### src/rtl/fp_pkg.sv
// Shared constants, FSM state type and operand field helpers for the FP adder.
package fp_pkg;

  localparam int unsigned MANT_SIZE = 23;
  localparam int unsigned EXP_SIZE  = 8;

  typedef enum logic [2:0] {
    IDLE,
    ALIGN,
    ADD,
    NORM,
    DONE
  } state_t;

  // Helpers work on a 64-bit container; callers cast the return to the field width.
  function automatic logic get_sign(input logic [63:0] x, input int unsigned m,
                                    input int unsigned e);
    return 1'((x >> (m + e)) & 64'd1);
  endfunction

  function automatic logic [63:0] get_exp(input logic [63:0] x, input int unsigned m,
                                          input int unsigned e);
    return (x >> m) & ((64'd1 << e) - 64'd1);
  endfunction

  function automatic logic [63:0] get_mant(input logic [63:0] x, input int unsigned m);
    return x & ((64'd1 << m) - 64'd1);
  endfunction

endpackage

### src/rtl/fp_adder_normalize.sv
// Single-cycle normalizer: leading-zero count plus barrel shift of the raw sum.
module fp_normalize #(
  parameter int unsigned Mantissa_Size = 23,
  parameter int unsigned Exponent_Size = 8
) (
  input  logic [Mantissa_Size+1:0] sum,
  input  logic [Exponent_Size-1:0] exp_in,
  output logic [Mantissa_Size-1:0] mant_c,
  output logic [Exponent_Size-1:0] exp_c,
  output logic                     zero_c,
  output logic                     underflow_c,
  output logic                     overflow_c
);

  localparam int unsigned M   = Mantissa_Size;
  localparam int unsigned E   = Exponent_Size;
  localparam int unsigned LZW = $clog2(M + 2);
  localparam int unsigned EW  = E + LZW + 1;
  localparam logic signed [EW-1:0] EXP_MAX = EW'((2 ** E) - 1);

  logic [LZW-1:0]       lzc;
  logic                 found;
  logic signed [EW-1:0] exp_n;

  // Leading zeros below the carry bit, counted from bit M downwards.
  always_comb begin
    lzc   = '0;
    found = 1'b0;
    for (int i = int'(M); i >= 0; i--) begin
      if (!found && sum[i]) begin
        lzc   = LZW'(int'(M) - i);
        found = 1'b1;
      end
    end
  end

  // Carry-out shifts right with truncation; otherwise shift left by the zero count.
  always_comb begin
    zero_c = (sum == '0);
    if (sum[M+1]) begin
      mant_c = sum[M:1];
      exp_n  = $signed(EW'(exp_in)) + $signed(EW'(1));
    end else begin
      mant_c = M'(sum[M:0] << lzc);
      exp_n  = $signed(EW'(exp_in)) - $signed(EW'(lzc));
    end
    exp_c       = exp_n[E-1:0];
    underflow_c = (exp_n <= $signed(EW'(0)));
    overflow_c  = (exp_n >= EXP_MAX);
  end

endmodule

### src/rtl/fp_adder.sv
// Multi-cycle floating-point adder: capture, align, add, normalize, publish.
module fp_adder
  import fp_pkg::*;
#(
  parameter int unsigned Mantissa_Size = MANT_SIZE,
  parameter int unsigned Exponent_Size = EXP_SIZE
) (
  input  logic                                 clk,
  input  logic                                 rst_n,
  input  logic                                 enable,
  input  logic                                 load,
  input  logic [Mantissa_Size+Exponent_Size:0] A,
  input  logic [Mantissa_Size+Exponent_Size:0] B,
  output logic [Mantissa_Size+Exponent_Size:0] result,
  output logic                                 done,
  output logic                                 overflow,
  output logic                                 zero_flag
);

  localparam int unsigned M  = Mantissa_Size;
  localparam int unsigned E  = Exponent_Size;
  localparam int unsigned N  = M + E;
  localparam int unsigned SW = M + 1;
  localparam int unsigned XW = M + 2;

  state_t         state;
  logic [N:0]     op_a, op_b;
  logic [SW-1:0]  mag_a, mag_b;
  logic [E-1:0]   exp_w;
  logic [XW-1:0]  sum;
  logic           sum_sign;

  logic           sign_a_c, sign_b_c, sign_c;
  logic [E-1:0]   exp_a_c, exp_b_c, exp_big_c, diff_c;
  logic [SW-1:0]  sig_a_c, sig_b_c, al_a_c, al_b_c;
  logic [XW-1:0]  sum_c;
  logic [M-1:0]   norm_mant_c;
  logic [E-1:0]   norm_exp_c;
  logic           norm_zero_c, norm_under_c, norm_over_c;

  // Operand decode; a zero exponent means a zero operand.
  always_comb begin
    sign_a_c = get_sign(64'(op_a), M, E);
    sign_b_c = get_sign(64'(op_b), M, E);
    exp_a_c  = E'(get_exp(64'(op_a), M, E));
    exp_b_c  = E'(get_exp(64'(op_b), M, E));
    sig_a_c  = (exp_a_c == '0) ? '0 : {1'b1, M'(get_mant(64'(op_a), M))};
    sig_b_c  = (exp_b_c == '0) ? '0 : {1'b1, M'(get_mant(64'(op_b), M))};
  end

  // Alignment: shift the smaller-exponent significand right, dropping shifted-out bits.
  always_comb begin
    if (exp_a_c >= exp_b_c) begin
      diff_c    = exp_a_c - exp_b_c;
      exp_big_c = exp_a_c;
      al_a_c    = sig_a_c;
      al_b_c    = (32'(diff_c) > M + 1) ? '0 : (sig_b_c >> diff_c);
    end else begin
      diff_c    = exp_b_c - exp_a_c;
      exp_big_c = exp_b_c;
      al_b_c    = sig_b_c;
      al_a_c    = (32'(diff_c) > M + 1) ? '0 : (sig_a_c >> diff_c);
    end
  end

  // Signed-magnitude add; larger magnitude sets the sign on effective subtract.
  always_comb begin
    if (sign_a_c == sign_b_c) begin
      sum_c  = XW'(mag_a) + XW'(mag_b);
      sign_c = sign_a_c;
    end else if (mag_a >= mag_b) begin
      sum_c  = XW'(mag_a) - XW'(mag_b);
      sign_c = sign_a_c;
    end else begin
      sum_c  = XW'(mag_b) - XW'(mag_a);
      sign_c = sign_b_c;
    end
  end

  fp_normalize #(
    .Mantissa_Size(M),
    .Exponent_Size(E)
  ) u_norm (
    .sum        (sum),
    .exp_in     (exp_w),
    .mant_c     (norm_mant_c),
    .exp_c      (norm_exp_c),
    .zero_c     (norm_zero_c),
    .underflow_c(norm_under_c),
    .overflow_c (norm_over_c)
  );

  // Control FSM and pipeline registers; enable low freezes everything.
  always_ff @(posedge clk or negedge rst_n) begin
    if (!rst_n) begin
      state     <= IDLE;
      result    <= '0;
      done      <= 1'b0;
      overflow  <= 1'b0;
      zero_flag <= 1'b0;
      op_a      <= '0;
      op_b      <= '0;
      mag_a     <= '0;
      mag_b     <= '0;
      exp_w     <= '0;
      sum       <= '0;
      sum_sign  <= 1'b0;
    end else if (enable) begin
      if (load) begin
        op_a      <= A;
        op_b      <= B;
        done      <= 1'b0;
        overflow  <= 1'b0;
        zero_flag <= 1'b0;
        state     <= ALIGN;
      end else begin
        case (state)
          ALIGN: begin
            mag_a <= al_a_c;
            mag_b <= al_b_c;
            exp_w <= exp_big_c;
            state <= ADD;
          end
          ADD: begin
            sum      <= sum_c;
            sum_sign <= sign_c;
            state    <= NORM;
          end
          NORM: begin
            if (norm_zero_c || norm_under_c) begin
              result    <= '0;
              zero_flag <= 1'b1;
            end else if (norm_over_c) begin
              result   <= {sum_sign, {E{1'b1}}, {M{1'b0}}};
              overflow <= 1'b1;
            end else begin
              result <= {sum_sign, norm_exp_c, norm_mant_c};
            end
            state <= DONE;
          end
          DONE: begin
            done <= 1'b1;
          end
          default: begin
            state <= IDLE;
          end
        endcase
      end
    end
  end

endmodule

### config.mk
export PLATFORM = sky130hd
export DESIGN_NAME = fp_adder
export DESIGN_NICKNAME = d
export VERILOG_FILES = /design/src/rtl/fp_pkg.sv /design/src/rtl/fp_adder_normalize.sv /design/src/rtl/fp_adder.sv
export SDC_FILE = /design/constraint.sdc
export NUM_CORES = 1
export LEC_CHECK = 0
export CAP_MARGIN = 20
export CELL_PAD_IN_SITES_DETAIL_PLACEMENT = 1
export CELL_PAD_IN_SITES_GLOBAL_PLACEMENT = 2
export CORE_MARGIN = 10
export CORE_UTILIZATION = 38
export CTS_BUF_LIST = sky130_fd_sc_hd__clkbuf_8
export DETAILED_ROUTE_END_ITERATION = 7
export MAX_ROUTING_LAYER = met4
export PLACE_DENSITY = 0.93
export SLEW_MARGIN = 40
export SYNTH_ARGS = -nofsm -noshare
export SYNTH_HDL_FRONTEND = slang
export SYNTH_SLANG_ARGS = --single-unit
### constraint.sdc
create_clock -name clk -period 7.6 [get_ports clk]
set_input_delay 0.76 -clock clk [delete_from_list [all_inputs] [get_ports clk]]
set_output_delay 0.76 -clock clk [all_outputs]
set_load 0.005 [all_outputs]
### After elaboration in Yosys (flattened, before gate mapping)

Cells that the tools add are included.

* shift-type cells: 3
* equal/unequal tests: 7
* bitwise operators: 1
* multiply operators: 0
* add/sub/neg operators: 7
* magnitude comparators: 6
* reduce and logical (&&, ||, !) cells: 62
* mux-type cells: 72
* div/mod/pow operators: 0

Operators with widths (number)
* 2-to-1 mux 24 bit: 6
* 2-to-1 mux 25 bit: 2
* subtractor 24 x 24 -> 25 bit: 2
* right shift 24 x 8 -> 24 bit: 2
* 2-to-1 mux 5 bit: 8
* 2-to-1 mux 1 bit: 35
* 2-to-1 mux 32 bit: 1
* 2-to-1 mux 4 bit: 8
* 2-to-1 mux 31 bit: 1
* adder 24 x 24 -> 25 bit: 1
* logical NOT 25 bit: 1
* greater-or-equal comparator 24 bit: 1
* << shifter 24 x 5 -> 23 bit: 1
* logical AND 1 bit: 23
* logical NOT 1 bit: 23
* 2-to-1 mux 23 bit: 1
* > comparator 8 x 5 -> 1 bit, second input constant: 2
* logical NOT 8 bit: 2
* subtractor 8 bit: 2
* 2-to-1 mux 3 bit: 5
* greater-or-equal comparator 14 x 9 -> 1 bit, second input constant: 1
* less-or-equal comparator 14 x 1 -> 1 bit, second input constant: 1
* 2-to-1 mux 14 bit: 1
* case mux 3 bit (4 select lines): 1
* other kinds (16): 27

* register bits after elaboration: 184
* bits of input ports: 68
* word-level logic and storage cells: 170
* output and inout port bits: 35
* bits in latches: 0
* bits in read-only memories: 0
* memories: 0
* memory bits (writable): 0

### Depth between registers and ports, before layout

* depth after elaboration: 77
* depth in mapped cells: 23
* mapped depth without buffers: 21

### By module

A second synthesis with hierarchy kept.

* cell total of the unflattened synthesis: 1994
* area, all modules: 16151.7 um^2

Modules (own cells, without submodules)
* fp_adder: area each 13858.3 um^2, cells an instance 1641, instances 1, sequential area each 4604.4 um^2
* fp_normalize: area each 2293.4 um^2, cells an instance 353, instances 1, sequential area each 0.0 um^2

### Worst setup path after synthesis

OpenSTA, ideal clock, no wires.

* kind: flip-flop to flip-flop
* start: reg sum[23]
* end: reg result[12]
* arrival time: 5241 ps
* path slack: 2228 ps
* stages on the path, launching flop included: 24
* clock period less this slack: 5372 ps
* cell sequence: dfrtp_1 buf_6 or4_4 or4_4 nor3_1 o311a_2 a2bb2oi_4 a31oi_4 inv_6 buf_6 ha_1 inv_1 fa_1 a21o_1 a21oi_1 nor2b_1 o22ai_1 xor2_1 nand4_1 o31ai_2 nor3_2 nand2_2 nor3_1 or3_1

* longest elaborated chain between the ends: 75

RTL lines
* start, declared: RTL line fp_adder.sv:30 `logic [XW-1:0] sum;`
* start signal, assigned: RTL line fp_adder.sv:125 `sum <= sum_c;`
* 2-to-1 mux 1 bit: RTL line fp_adder_normalize.sv:30 `if (!found && sum[i]) begin`
* logical NOT 1 bit: RTL line fp_adder_normalize.sv:30
* logical AND 1 bit: RTL line fp_adder_normalize.sv:30
* 2-to-1 mux 1 bit: RTL line fp_adder_normalize.sv:30
* logical NOT 1 bit: RTL line fp_adder_normalize.sv:30
* logical AND 1 bit: RTL line fp_adder_normalize.sv:30
* 2-to-1 mux 1 bit: RTL line fp_adder_normalize.sv:30
* logical NOT 1 bit: RTL line fp_adder_normalize.sv:30
* (+59 left out)
* logical NOT 1 bit: RTL line fp_adder_normalize.sv:30
* logical AND 1 bit: RTL line fp_adder_normalize.sv:30
* 2-to-1 mux 5 bit: RTL line fp_adder_normalize.sv:30
* subtractor 8 x 5 -> 9 bit: RTL line fp_adder_normalize.sv:45 `exp_n = $signed(EW'(exp_in)) - $signed(EW'(lzc));`
* 2-to-1 mux 14 bit: RTL line fp_adder_normalize.sv:40 `if (sum[M+1]) begin`
* greater-or-equal comparator 14 x 9 -> 1 bit or less-or-equal comparator 14 x 1 -> 1 bit (tied branches): RTL line fp_adder_normalize.sv:49, fp_adder_normalize.sv:48
* 2-to-1 mux 31 bit or logical OR 1 bit (tied branches): RTL line fp_adder.sv:133, fp_adder.sv:130
* 2-to-1 mux 32 bit *: RTL line fp_adder.sv:130 `if (norm_zero_c || norm_under_c) begin`
* end signal, assigned: RTL line fp_adder.sv:134 `result <= {sum_sign, {E{1'b1}}, {M{1'b0}}};`
* end signal, assigned: RTL line fp_adder.sv:137 `result <= {sum_sign, norm_exp_c, norm_mant_c};`
* end, declared: RTL line fp_adder.sv:14 `output logic [Mantissa_Size+Exponent_Size:0] result,`

Every way passes the cells marked *; elsewhere a longest branch is shown, timed or not.
A chain may end at the register's enable or synchronous reset.

### Worst setup path after layout

* start: reg sum[19]
* end: reg result[4]

* longest elaborated chain between the ends: 64

RTL lines (RTL line)
* logical AND 1 bit: fp_adder_normalize.sv:30
* 2-to-1 mux 1 bit: fp_adder_normalize.sv:30
* logical NOT 1 bit: fp_adder_normalize.sv:30
* logical AND 1 bit: fp_adder_normalize.sv:30
* 2-to-1 mux 1 bit: fp_adder_normalize.sv:30
* logical NOT 1 bit: fp_adder_normalize.sv:30
* logical AND 1 bit: fp_adder_normalize.sv:30
* 2-to-1 mux 1 bit: fp_adder_normalize.sv:30
* (+48 left out)
* logical NOT 1 bit: fp_adder_normalize.sv:30
* logical AND 1 bit: fp_adder_normalize.sv:30
* 2-to-1 mux 5 bit: fp_adder_normalize.sv:30
* subtractor 8 x 5 -> 9 bit: fp_adder_normalize.sv:45
* 2-to-1 mux 14 bit: fp_adder_normalize.sv:40
* greater-or-equal comparator 14 x 9 -> 1 bit or less-or-equal comparator 14 x 1 -> 1 bit (tied branches): fp_adder_normalize.sv:49, fp_adder_normalize.sv:48
* 2-to-1 mux 31 bit or logical OR 1 bit (tied branches): fp_adder.sv:133, fp_adder.sv:130
* 2-to-1 mux 32 bit *: fp_adder.sv:130

Marked as above.

==> results.md <==
* Post-route setup slack at 1.55 ns
* Unrepaired setup endpoints after global routing: no
* Dpl cell area at 17100 sq um
* Fin crit share at 79.6%
* Pins Over Slew Limit at 0
* Post-synthesis sequential area ratio at 29.6%
* Crit path max fanout at 20
* Largest net degree at the start of global routing at 104
* Worst Skew at 0.0206 ns
* GP Congestion at 0.970
* Vias per inst at 6.01
* Seq. cell area at 4600 sq um
* Tot Pwr at 8.90 mW
* Upper clock frequency limit at 165 MHz
* Worst skew pair latency at 0.58 ns
* Slew @ Worst Pin at 0.878 ns
* Critical Path End Type: register
* Hold Vio Cnt, Final at 0
* CTS max path bufs at 2
* Clk Tree Root Cell: clkbuf_8
* Largest area contributor in the netlist: dfrtp_1
* Average cell area after synthesis at 8.61 sq um
* Most instantiated cells after synthesis: dfrtp_1, nand2_1, a21oi_1
* Met2 Wirelength at 27.1 mm
* Critical Path Start Type: register
* CP Class: register to register
* Final core utilization at 43.0%
* Initial drt markers at 1195
* CTS tree: yes
* Remaining DRCs at 0
* Clock-pin slew on the worst setup and hold paths at 0.10 ns
* Total grt overflow at 0
* I/O pin cnt at 103
* Number of global-route vias before repair at 14800
* Port buffer count at 102
* Maximum vdd drop at 0.178 mV
* Distinct cell type count after synthesis at 92
* DP Worst Slack at 1.62 ns
* Status: completed
* Netlist Area Pre-Place at 15600 sq um
* Post-Synthesis Cells at 1808
* Synth top area cells: dfrtp_1, ha_1, mux2i_1, mux2_2, a21oi_1
* # diodes at 0
* Hold-fix buffers, CTS at 0
* Post-CTS Setup Inserts at 0
* Number of synthesized register bits at 184
* Final Net Count at 2013
* CP required at 8.12 ns
* Starting Density at 38.3%
* Setup TNS at 0 ns
* Fill cells at 4789
* Routed wire length at 55.8 mm
* Synth top area share at 29.6%
* First-pass GRT wire length at 86.8 mm
* Synthesized Nets at 1976
* Detail Placement HPWL at 43.9 mm
* Sink Count at 184
* Die Footprint at 49500 sq um
* Die Ht at 222 um
* Total CTS buffers at 17
* Multi-input gate area at 10200 sq um
* Tot GR Track Use at 22.6%
* Syn. warnings at 0
* Worst rel slew slack at 40.9%
* Area Growth Syn to Fin at 12.2%
* Wl on met1 at 24.4 mm
* Post-synth EDFFs at 0
* Share of cells above drive strength 1 at 10.9%
* Htree depth at 4
* PostCTS Resize Cnt at 0
* Crit path DAT at 6.57 ns
* Max_cap viols at 0
* Initial antenna violation count at 0
* Routed Antenna Nets at 0
* Chip Width at 222 um
* Count of final setup violators at 0
* Most common cell in the netlist: dfrtp_1
* Ys async rst share at 100%
* Area of the core at 40600 sq um
* Post-route cell area at 17500 sq um
* Leading register cell type out of synthesis: dfrtp_1
* Routed met3 length at 2.24 mm
* Drt first pass iters at 5
* Final Critical Period at 6.05 ns
* Worst Hold Class: input pin to asynchronous set/reset pin
* DR vias at 14400
* Routed WL per cell at 23.3 um
* Pwr Density at 509 nW/um^2
* Std-Cell Rows at 74
* Pleak at 7.64 nW
* Top layer in use: met4
## placed cells by master, fill, tap and decap left out, types with 75 or more instances in the layout
cell type          n
dfrtp_1          184
nor2_1           124
mux2_2            75
o21ai_0          122
clkdlybuf4s50_1  101
ha_1              93
nand2_1          177
inv_1            109
a21oi_1          162
mux2i_1           99
## final timing paths
check	end	cells after the start	from	slack, ns
setup / recovery	result[4]$_DFFE_PN0P_	21	sum[19]$_DFFE_PN0P_	1.55
hold / removal	result[12]$_DFFE_PN0P_	1	rst_n	0.14
setup reg to reg	result[4]$_DFFE_PN0P_	21	sum[19]$_DFFE_PN0P_	1.55
hold reg to reg	result[23]$_DFFE_PN0P_	2	result[23]$_DFFE_PN0P_	0.49
max in group asynchronous	mag_b[21]$_DFFE_PN0P_	3	rst_n	6.47
min in group clk	result[23]$_DFFE_PN0P_	2	result[23]$_DFFE_PN0P_	0.49
## flip-flops by register name (all words and copies together) (netlist names), 3 cells and up
| signal | count |
|---|---|
| state | 3 |
| mag_a | 24 |
| exp_w | 8 |
| op_b | 32 |
| mag_b | 24 |
| result | 32 |
| sum | 25 |
| op_a | 32 |
## cells by family after synthesis
kind of cell | after synthesis | share of synthesized area, %
compound gates | 580 | 24.6
simple gates | 485 | 14.6
buf+inv | 224 | 5.69
mux | 197 | 15.1
flops | 184 | 29.6
fa+ha+maj | 100 | 8.33
xor+xnor | 38 | 2.14
## per-stage QoR
step / cells / hold WS, ns
4_1_cts: 2389 / 0.146
6_report: 2390 / 0.135
3_3_place_gp: 2356 / 0.463
2_1_floorplan: 1808 / 0.464
5_1_grt: 2390 / 0.166
3_5_place_dp: 2357 / 0.469
## worst max-delay path: stages (launching register included)
cell	delay [ns]
dfrtp_1	0.48
or4_1	0.64
or4_4	0.44
nor3_1	0.18
o311a_2	0.25
a2bb2oi_4	0.28
a31oi_4	0.12
inv_6	0.23
ha_1	0.18
inv_1	0.05
fa_1	0.43
a21o_1	0.19
a21oi_1	0.22
nor2b_1	0.10
o22ai_1	0.22
xor2_1	0.25
nor4bb_1	0.09
a21bo_2	0.35
nor3_2	0.47
nand2_2	0.35
nor3_1	0.30
a221o_1	0.15
## where the power goes
group	total, mW	internal [mW]	switching (mW)
Clock	0.656	0.233	0.422
Sequential	1.78	1.30	0.475
Combinational	6.46	2.49	3.97
## area by class of cell
cell class,count,share of cell area (%)
inverter,112,2.43
sequential,184,26.3
multi-input combinational,1400,58.1
timing repair buffer,130,7.30
tap,532,3.81
clock inverter,15,0.673
clock buffer,17,1.34
## per-layer routing
metal	GRT usage (%)	up-vias
li1	-	6685
met1	27.6	7212
met2	37.0	365
met3	3.01	93
met4	9.31	0
met5	-	-
(Power assumes the default switching activity.)
